**src/rtl/key_cond_if.sv**
```systemverilog
// key_cond_if -- key bundle between the push-button pins and CONTROL.
//   nBIN  : raw asynchronous push-buttons, active-low,
//           bit order {SEL[2:0], DEC, CLR, QUE, READY}
//   BOUT  : one-CLK press pulses, same bit order as nBIN
//   LEVEL : debounced key state, 1 = pressed
// master drives the buttons (board/bench), slave is key_cond.
interface key_cond_if;
   logic [6:0] nBIN;
   logic [6:0] BOUT;
   logic [6:0] LEVEL;

   modport master (output nBIN, input BOUT, input LEVEL);
   modport slave  (input nBIN, output BOUT, output LEVEL);
endinterface

```
**src/rtl/key_cond.sv**
```systemverilog
// key_cond -- push-button conditioner: synchronise, debounce on a slow
// sample tick, and emit a one-CLK pulse per accepted press.
//   CLK  : system clock, rising edge
//   RST  : synchronous, active-high reset
//   kif  : key_cond_if.slave (nBIN in, BOUT / LEVEL out)
// Parameters: TICK_DIV (CLK cycles per sample tick), DB_CNT (disagreeing
// ticks to accept a new level), REP_DLY / REP_PER (auto-repeat timing).
// Build option: define KEY_COND_REPEAT_EN to enable auto-repeat; without
// it the repeat counters do not exist and REP_DLY / REP_PER are inert.

// One key: two-flop synchroniser, debounce counter, press pulse.
module key_cond_lane #(
   parameter int DB_CNT  = 4,
   parameter int REP_DLY = 500,
   parameter int REP_PER = 150
) (
   input  logic clk,
   input  logic rst,
   input  logic tick,
   input  logic nb,
   output logic level,
   output logic bout
);
   localparam int CW = $clog2(DB_CNT + 1);
   localparam logic [CW-1:0] C_LAST = CW'(DB_CNT - 1);

   if (DB_CNT < 1 || REP_DLY < 1 || REP_PER < 1) begin : g_bad_param
      $error("key_cond_lane: DB_CNT, REP_DLY and REP_PER must be >= 1");
   end

   logic          sync1, sync2;
   logic          s;
   logic          level_q;
   logic          rep_hit;
   logic [CW-1:0] c;

   assign s = ~sync2;

`ifdef KEY_COND_REPEAT_EN
   localparam int RMAX = (REP_DLY > REP_PER) ? REP_DLY : REP_PER;
   localparam int RW   = $clog2(RMAX + 1);

   logic [RW-1:0] rcnt;
   logic [RW-1:0] rlast;
   logic          rph;   // 0: waiting for first repeat, 1: periodic

   assign rlast   = rph ? RW'(REP_PER - 1) : RW'(REP_DLY - 1);
   assign rep_hit = tick & level & (rcnt == rlast);

   always_ff @(posedge clk) begin
      if (rst || !level) begin
         rcnt <= '0;
         rph  <= 1'b0;
      end else if (tick) begin
         if (rcnt == rlast) begin
            rcnt <= '0;
            rph  <= 1'b1;
         end else begin
            rcnt <= rcnt + 1'b1;
         end
      end
   end
`else
   assign rep_hit = 1'b0;
`endif

   always_ff @(posedge clk) begin
      if (rst) begin
         sync1   <= 1'b1;
         sync2   <= 1'b1;
         c       <= '0;
         level   <= 1'b0;
         level_q <= 1'b0;
         bout    <= 1'b0;
      end else begin
         sync1   <= nb;
         sync2   <= sync1;
         level_q <= level;
         // level_q lags level by one cycle, so the pulse lands the cycle
         // after LEVEL rises; releases never pulse.
         bout    <= (level & ~level_q) | rep_hit;
         if (tick) begin
            if (s == level) begin
               c <= '0;                 // agreeing sample restarts window
            end else if (c == C_LAST) begin
               level <= ~level;         // DB_CNT-th disagreeing tick
               c     <= '0;
            end else begin
               c <= c + 1'b1;
            end
         end
      end
   end
endmodule

module key_cond #(
   parameter int TICK_DIV = 50000,
   parameter int DB_CNT   = 4,
   parameter int REP_DLY  = 500,
   parameter int REP_PER  = 150
) (
   input  logic     CLK,
   input  logic     RST,
   key_cond_if.slave kif
);
   localparam int NUM_KEYS = 7;
   localparam int PW = (TICK_DIV > 1) ? $clog2(TICK_DIV) : 1;
   localparam logic [PW-1:0] P_LAST = PW'(TICK_DIV - 1);

   if (TICK_DIV < 1) begin : g_bad_div
      $error("key_cond: TICK_DIV must be >= 1");
   end

   logic [PW-1:0]       pcnt;
   logic                tick;
   logic [NUM_KEYS-1:0] level;
   logic [NUM_KEYS-1:0] bout;

   assign tick = (pcnt == P_LAST);

   always_ff @(posedge CLK) begin
      if (RST)       pcnt <= '0;
      else if (tick) pcnt <= '0;
      else           pcnt <= pcnt + 1'b1;
   end

   for (genvar i = 0; i < NUM_KEYS; i++) begin : g_key
      key_cond_lane #(
         .DB_CNT (DB_CNT),
         .REP_DLY(REP_DLY),
         .REP_PER(REP_PER)
      ) u_lane (
         .clk  (CLK),
         .rst  (RST),
         .tick (tick),
         .nb   (kif.nBIN[i]),
         .level(level[i]),
         .bout (bout[i])
      );
   end

   assign kif.LEVEL = level;
   assign kif.BOUT  = bout;
endmodule

```
**src/flat_wrapper.sv**
```systemverilog
// flat-port wrapper written by rule: the top's interface ports become plain ports
module key_cond_flat 
#(
   parameter int TICK_DIV = 50000,
   parameter int DB_CNT   = 4,
   parameter int REP_DLY  = 500,
   parameter int REP_PER  = 150
)
  (CLK, RST, kif_nBIN, kif_BOUT, kif_LEVEL);
  key_cond_if kif_i ();
  input  logic CLK;
  input  logic RST;
  input wire logic [$bits(kif_i.nBIN)-1:0] kif_nBIN;
  output wire logic [$bits(kif_i.BOUT)-1:0] kif_BOUT;
  output wire logic [$bits(kif_i.LEVEL)-1:0] kif_LEVEL;
  assign kif_i.nBIN = kif_nBIN;
  assign kif_BOUT = kif_i.BOUT;
  assign kif_LEVEL = kif_i.LEVEL;
  key_cond #(.TICK_DIV(TICK_DIV), .DB_CNT(DB_CNT), .REP_DLY(REP_DLY), .REP_PER(REP_PER)) u_core (.CLK(CLK), .RST(RST), .kif(kif_i));
endmodule
```
**config.mk**
```make
export PLATFORM = sky130hd
export DESIGN_NAME = key_cond_flat
export DESIGN_NICKNAME = d
export VERILOG_FILES = /design/src/rtl/key_cond_if.sv /design/src/rtl/key_cond.sv /design/src/flat_wrapper.sv
export SDC_FILE = /design/constraint.sdc
export NUM_CORES = 1
export LEC_CHECK = 0
export ABC_CLOCK_PERIOD_IN_PS = 2000
export CORE_ASPECT_RATIO = 1.25
export CORE_MARGIN = 5
export CORE_UTILIZATION = 40
export CTS_BUF_LIST = sky130_fd_sc_hd__clkbuf_4
export CTS_CLUSTER_SIZE = 16
export DETAILED_ROUTE_END_ITERATION = 16
export PLACE_DENSITY_LB_ADDON = 0.1
export SLEW_MARGIN = 30
export SYNTH_ARGS = -nofsm -noshare
export SYNTH_HDL_FRONTEND = slang
export SYNTH_SLANG_ARGS = --single-unit
```
**constraint.sdc**
```tcl
create_clock -name CLK -period 2 [get_ports CLK]
set_input_delay 0.4 -clock CLK [delete_from_list [all_inputs] [get_ports CLK]]
set_output_delay 0.4 -clock CLK [all_outputs]
set_load 0.005 [all_outputs]
```
# After elaboration in Yosys (flattened, before gate mapping)
# Cells that the tools add are included.
totals:
  inputBits: 9
  regBits: 72
op_classes:
  eq_ne: 15
  n_addsub: 8
  reduce_logical: 8
  mux: 14
  bitwise: 35
ops:
  columns: ["operator", "n"]
  rows:
  - ["3-bit 2-to-1 mux", 14]
  - ["1-bit inverter", 28]
  - ["3-bit by 1-bit adder with 3-bit output, second input constant", 7]
  - ["3-bit by 2-bit == test with 1-bit output, second input constant", 7]
  - ["3-bit AND reduction", 7]
  - ["16-bit by 1-bit adder with 16-bit output, second input constant", 1]
  - ["16-bit == test, second input constant", 1]
  - ["1-bit bitwise AND", 7]
  - ["1-bit == test", 7]
  - ["2-bit OR reduction", 1]

# Depth between registers and ports, before layout
depth:
  word_depth: 4
  depth_mapped: 7

# By module
# Synthesis repeated with hierarchy kept, for this count alone.
unflattened:
  cells_unflattened: 263
  area_unflattened_um2: 2760.1
modules_own_cells:
  columns: ["module", "cells_per_inst", "n_inst", "area_per_inst_um2"]
  rows:
  - ["key_cond_lane", 26, 7, 292.8]
  - ["key_cond", 81, 1, 710.7]

# Least setup slack after synthesis
# No wires, ideal clock.
synth_timing:
  path_kind: "register to register"
  startpoint: "reg u_core.pcnt[0]"
  endpoint: "reg u_core.pcnt[10]"
  arrival_time_ps: 1974
  required_time_ps: 1883
  path_stages_with_launch: 8
  path_buffers: 2
  path_slack_ps: -92
  setup_ps: 117
  path_cell_list: "dfxtp_1 -> ha_1 -> nand3_1 -> or4_1 -> buf_2 -> o21ai_2 -> buf_2 -> nor2_1"
synth_between:
  elab_chain_cells: 2
  elab_cells_between_ends: 3
  classes_between: "add/sub (1); eq/ne (1); reduce/logical (1)"
synth_lines:
  columns: ["item", "line", "rtl"]
  rows:
  - ["from (decl)", "key_cond.sv:114", "logic [PW-1:0] pcnt;"]
  - ["from (signal assigned)", "key_cond.sv:124", "else pcnt <= pcnt + 1'b1;"]
  - ["branches (longest 2 deep; another with 16-bit by 1-bit adder with 16-bit output)", null, null]
# Several ways; the timed one is not identified.
# A chain may end at the register's enable or synchronous reset.

# Final worst setup path
layout_timing:
  startpoint: "reg u_core.pcnt[13]"
  endpoint: "reg u_core.g_key[1].u_lane.c[1]"
layout_between:
  elab_chain_cells: 1
layout_lines:
  columns: ["item", "line", "rtl"]
  rows:
  - ["16-bit == test", "key_cond.sv:119", "assign tick = (pcnt == P_LAST);"]
  - ["to (signal assigned)", "key_cond.sv:89", "c <= c + 1'b1;"]
  - ["to (decl)", "key_cond.sv:35", "logic [CW-1:0] c;"]
# No other way between the ends.

==> reports/qor.txt <==
Vias per cell: 4.871
Count of cell types in the netlist: 31
Mapped Cells: 290
Met3 Wirelength: 157 um
Overall power: 2.810 mW
NumNets Final: 340
Sinks on Clock Net: 72
Multiplexer share of the synthesized area: 0.04424
M1 WL: 2.411 mm
Yosys top cell area share: 0.5046
Net Sw Power: 0.5585 mW
Hold slack: 0.3720 ns
Global-route wire length before repair: 9.170 mm
Count of boundary I/O pins: 23
IO Port Bufs: 22
Area Overhead vs Synth: 23.26%
XOR/XNOR Fraction of Synth Area: 0.06439
Share of layout cells above drive strength 1: 0.2232
HP Class: reg -> reg
List of most frequent post-synthesis cells: dfxtp_1 (72), nor2_1 (28), nor2b_1 (19)
Post-synth net total: 307
CTS root buffer: clkbuf_4
Asr flop ratio synth: 0
Place WS: -0.03497 ns
Die Width: 85.59 um
Final setup margin: -0.005347 ns
# DRC: 0
TritonCTS buffer count: 9
Arrival time worst endpoint: 2.36 ns
H-tree levels: 3
Count leader, synth: dfxtp_1
Failing checks: setup timing
Critical path class: reg -> reg
Main combinational cell family by area after synthesis: simple AND/OR/NAND/NOR gates
Total negative slack: -0.005347 ns
Most used DFF post-synth: dfxtp_1
Setup bufs post-CTS: 0
Setup violations, final: 1
Startpoint class of the critical path: flip-flop
Synth Area in Adders: 0.03504
Combinational cell fraction of total power: 0.034
Fmax: 498.7 MHz
CP Capture Type: flip-flop
Largest net degree at the start of global routing: 21
GRT overflow: 0
VDD IR max: 439.9 uV
Final Max Slew Viols: 0
Syn_area_per_cell: 9.850 um^2
Relative slew slack: 0.7748
Initial detailed-routing violation count: 56
Cell Int Power: 2.251 mW
EDFF count, synth: 0
Inserted Diodes: 0
Pwr Density: 798.1 nW/um^2
Final number of hold-violating endpoints: 0
Worst slew pin tran: 0.3347 ns
DIE AREA: 8942 um^2
Drt pass-1 iters: 4
Die height: 104.5 um
Simple-Gate Fraction of Synth Area: 0.2212
Number of synthesized register bits: 72
Post-Syn Area: 2856 um^2
Fin crit share: 1.003
Detailed-route via count: 2031
Number of global-route vias before repair: 2035
Reg clk slew, reported paths: 0.12 ns
CP Data Required Time: 2.35 ns
Max cap viols: 0
Synth Area in Compound Gates: 0.06877
Period minus WS final: 2.005 ns
Status: complete, but fails checks
DP HPWL: 3.717 mm
ANT nets after route: 0
Max clock buf depth: 2
Top sig layer: met4
Total core area: 6977 um^2
Main area contributors after synthesis: dfxtp_1 (50%), nor2b_1 (4.2%), buf_4 (3.7%), nor2_1 (3.7%), ha_1 (3.5%)
Yosys warns: 0
CTS tree: built
Largest area contributor in the netlist: dfxtp_1
Initial core utilization: 0.4094
Clock Power Share: 0.447
Clock Latency Late Sink: 0.41 ns
RSZ-0062 raised after global routing: yes
Flop pwr share: 0.520
Post-synthesis sequential area ratio: 0.5046
GPL Wtd Cong: 0.7911
Layout Skew: 0.01287 ns
Drt wl/cell: 12.80 um
CTS hold repair buffers: 0
Initial antenna violation count: 0
Leakage power figure: 1.354 nW
Final wirelength: 5.338 mm
All-layer global routing usage: 0.1292
Sw Share: 0.1988
Site row count: 34
Met2 Routed Length: 2.649 mm
Fin util: 0.5047
Crit path max fanout: 2
## critical path, cell delays in order (launching register included)
cell and delay, ns:
dfxtp_2 0.34, or4_4 0.53, or4_4 0.43, or4_1 0.53, a21oi_1 0.12
## metrics by stage
stage	cell area, um^2	cells
floorplan	2883	290
global placement	3273	402
detailed placement	3273	402
CTS	3488	417
global route	3521	417
finish	3521	417
## layer usage
metal  up-vias  track usage
met5         -            0
met2        20       0.2239
li1       1051            -
met3        10      0.03645
met4         0      0.06222
met1       950       0.1425
## worst paths after layout
check	start	endpoint	slack (ns)	depth (start not counted)
setup / recovery	u_core.pcnt[13]	u_core.g_key[1].u_lane.c[1]	-0.005	4
hold / removal	u_core.g_key[2].u_lane.level_q	u_core.g_key[2].u_lane.bout	0.37	1
setup reg to reg	u_core.pcnt[13]	u_core.g_key[1].u_lane.c[1]	-0.005	4
hold reg to reg	u_core.g_key[2].u_lane.level_q	u_core.g_key[2].u_lane.bout	0.37	1
## cells in the final DEF, fill, tap and decap left out, drive strengths merged, types with 4 or more instances in the layout
cell type / netlist / routed
xnor2: 11 / 11
o311a: 7 / 7
clkdlybuf4s50: 0 / 22
ha: 8 / 8
nand3: 17 / 17
nand2: 9 / 9
nand4: 5 / 5
xor2: 10 / 10
nand2b: 4 / 4
nor2: 28 / 28
bufinv: 0 / 4
nor2b: 19 / 19
o21ai: 8 / 8
nor4: 6 / 6
mux2i: 7 / 7
dfxtp: 72 / 72
or2: 15 / 15
buf: 17 / 27
nor3: 8 / 8
mux2: 5 / 5
inv: 5 / 5
o211ai: 6 / 6
clkbuf: 10 / 9
## flip-flops by register name, indices dropped and copies added (netlist names)
| signal | cells |
|---|---|
| u_core.g_key.u_lane.bout | 7 |
| u_core.g_key.u_lane.c | 21 |
| u_core.g_key.u_lane.level | 7 |
| u_core.g_key.u_lane.level_q | 7 |
| u_core.g_key.u_lane.sync1 | 7 |
| u_core.g_key.u_lane.sync2 | 7 |
| u_core.pcnt | 16 |
## logic make-up after synthesis
kind of cell,after synthesis
buffers and inverters,32
muxes,12
AOI/OAI and AO/OA,26
and+or+nand+nor,119
xor gates and xnor gates,21
DFF,72
adders and majority gates,8
## timing repair
action / CTS / global route
endpoints found under the setup margin: 23 / 31
pin swaps: 0 / 10
resized for setup: 4 / 10
endpoints found under the hold margin: 0 / 0
## power groups by stage
stage               logic (mW)  registers, mW  clock network [mW]
floorplan               0.0459           1.49                   0
global placement        0.0930           1.49                   0
detailed placement      0.0931           1.49                   0
CTS                     0.0959           1.46                1.28
global route             0.105           1.46                1.34
finish                  0.0944           1.46                1.26
## layout make-up
type                            count  area (um^2)
Inverter                            5        18.77
Multi-Input combinational cell    186         1286
Fill cell                         695         3456
Clock buffer                        9        67.56
Clock inverter                      6        132.6
Sequential cell                    72         1444
Timing Repair Buffer               49        459.2
Tap cell                           90        112.6
(Power assumes the default switching activity.)
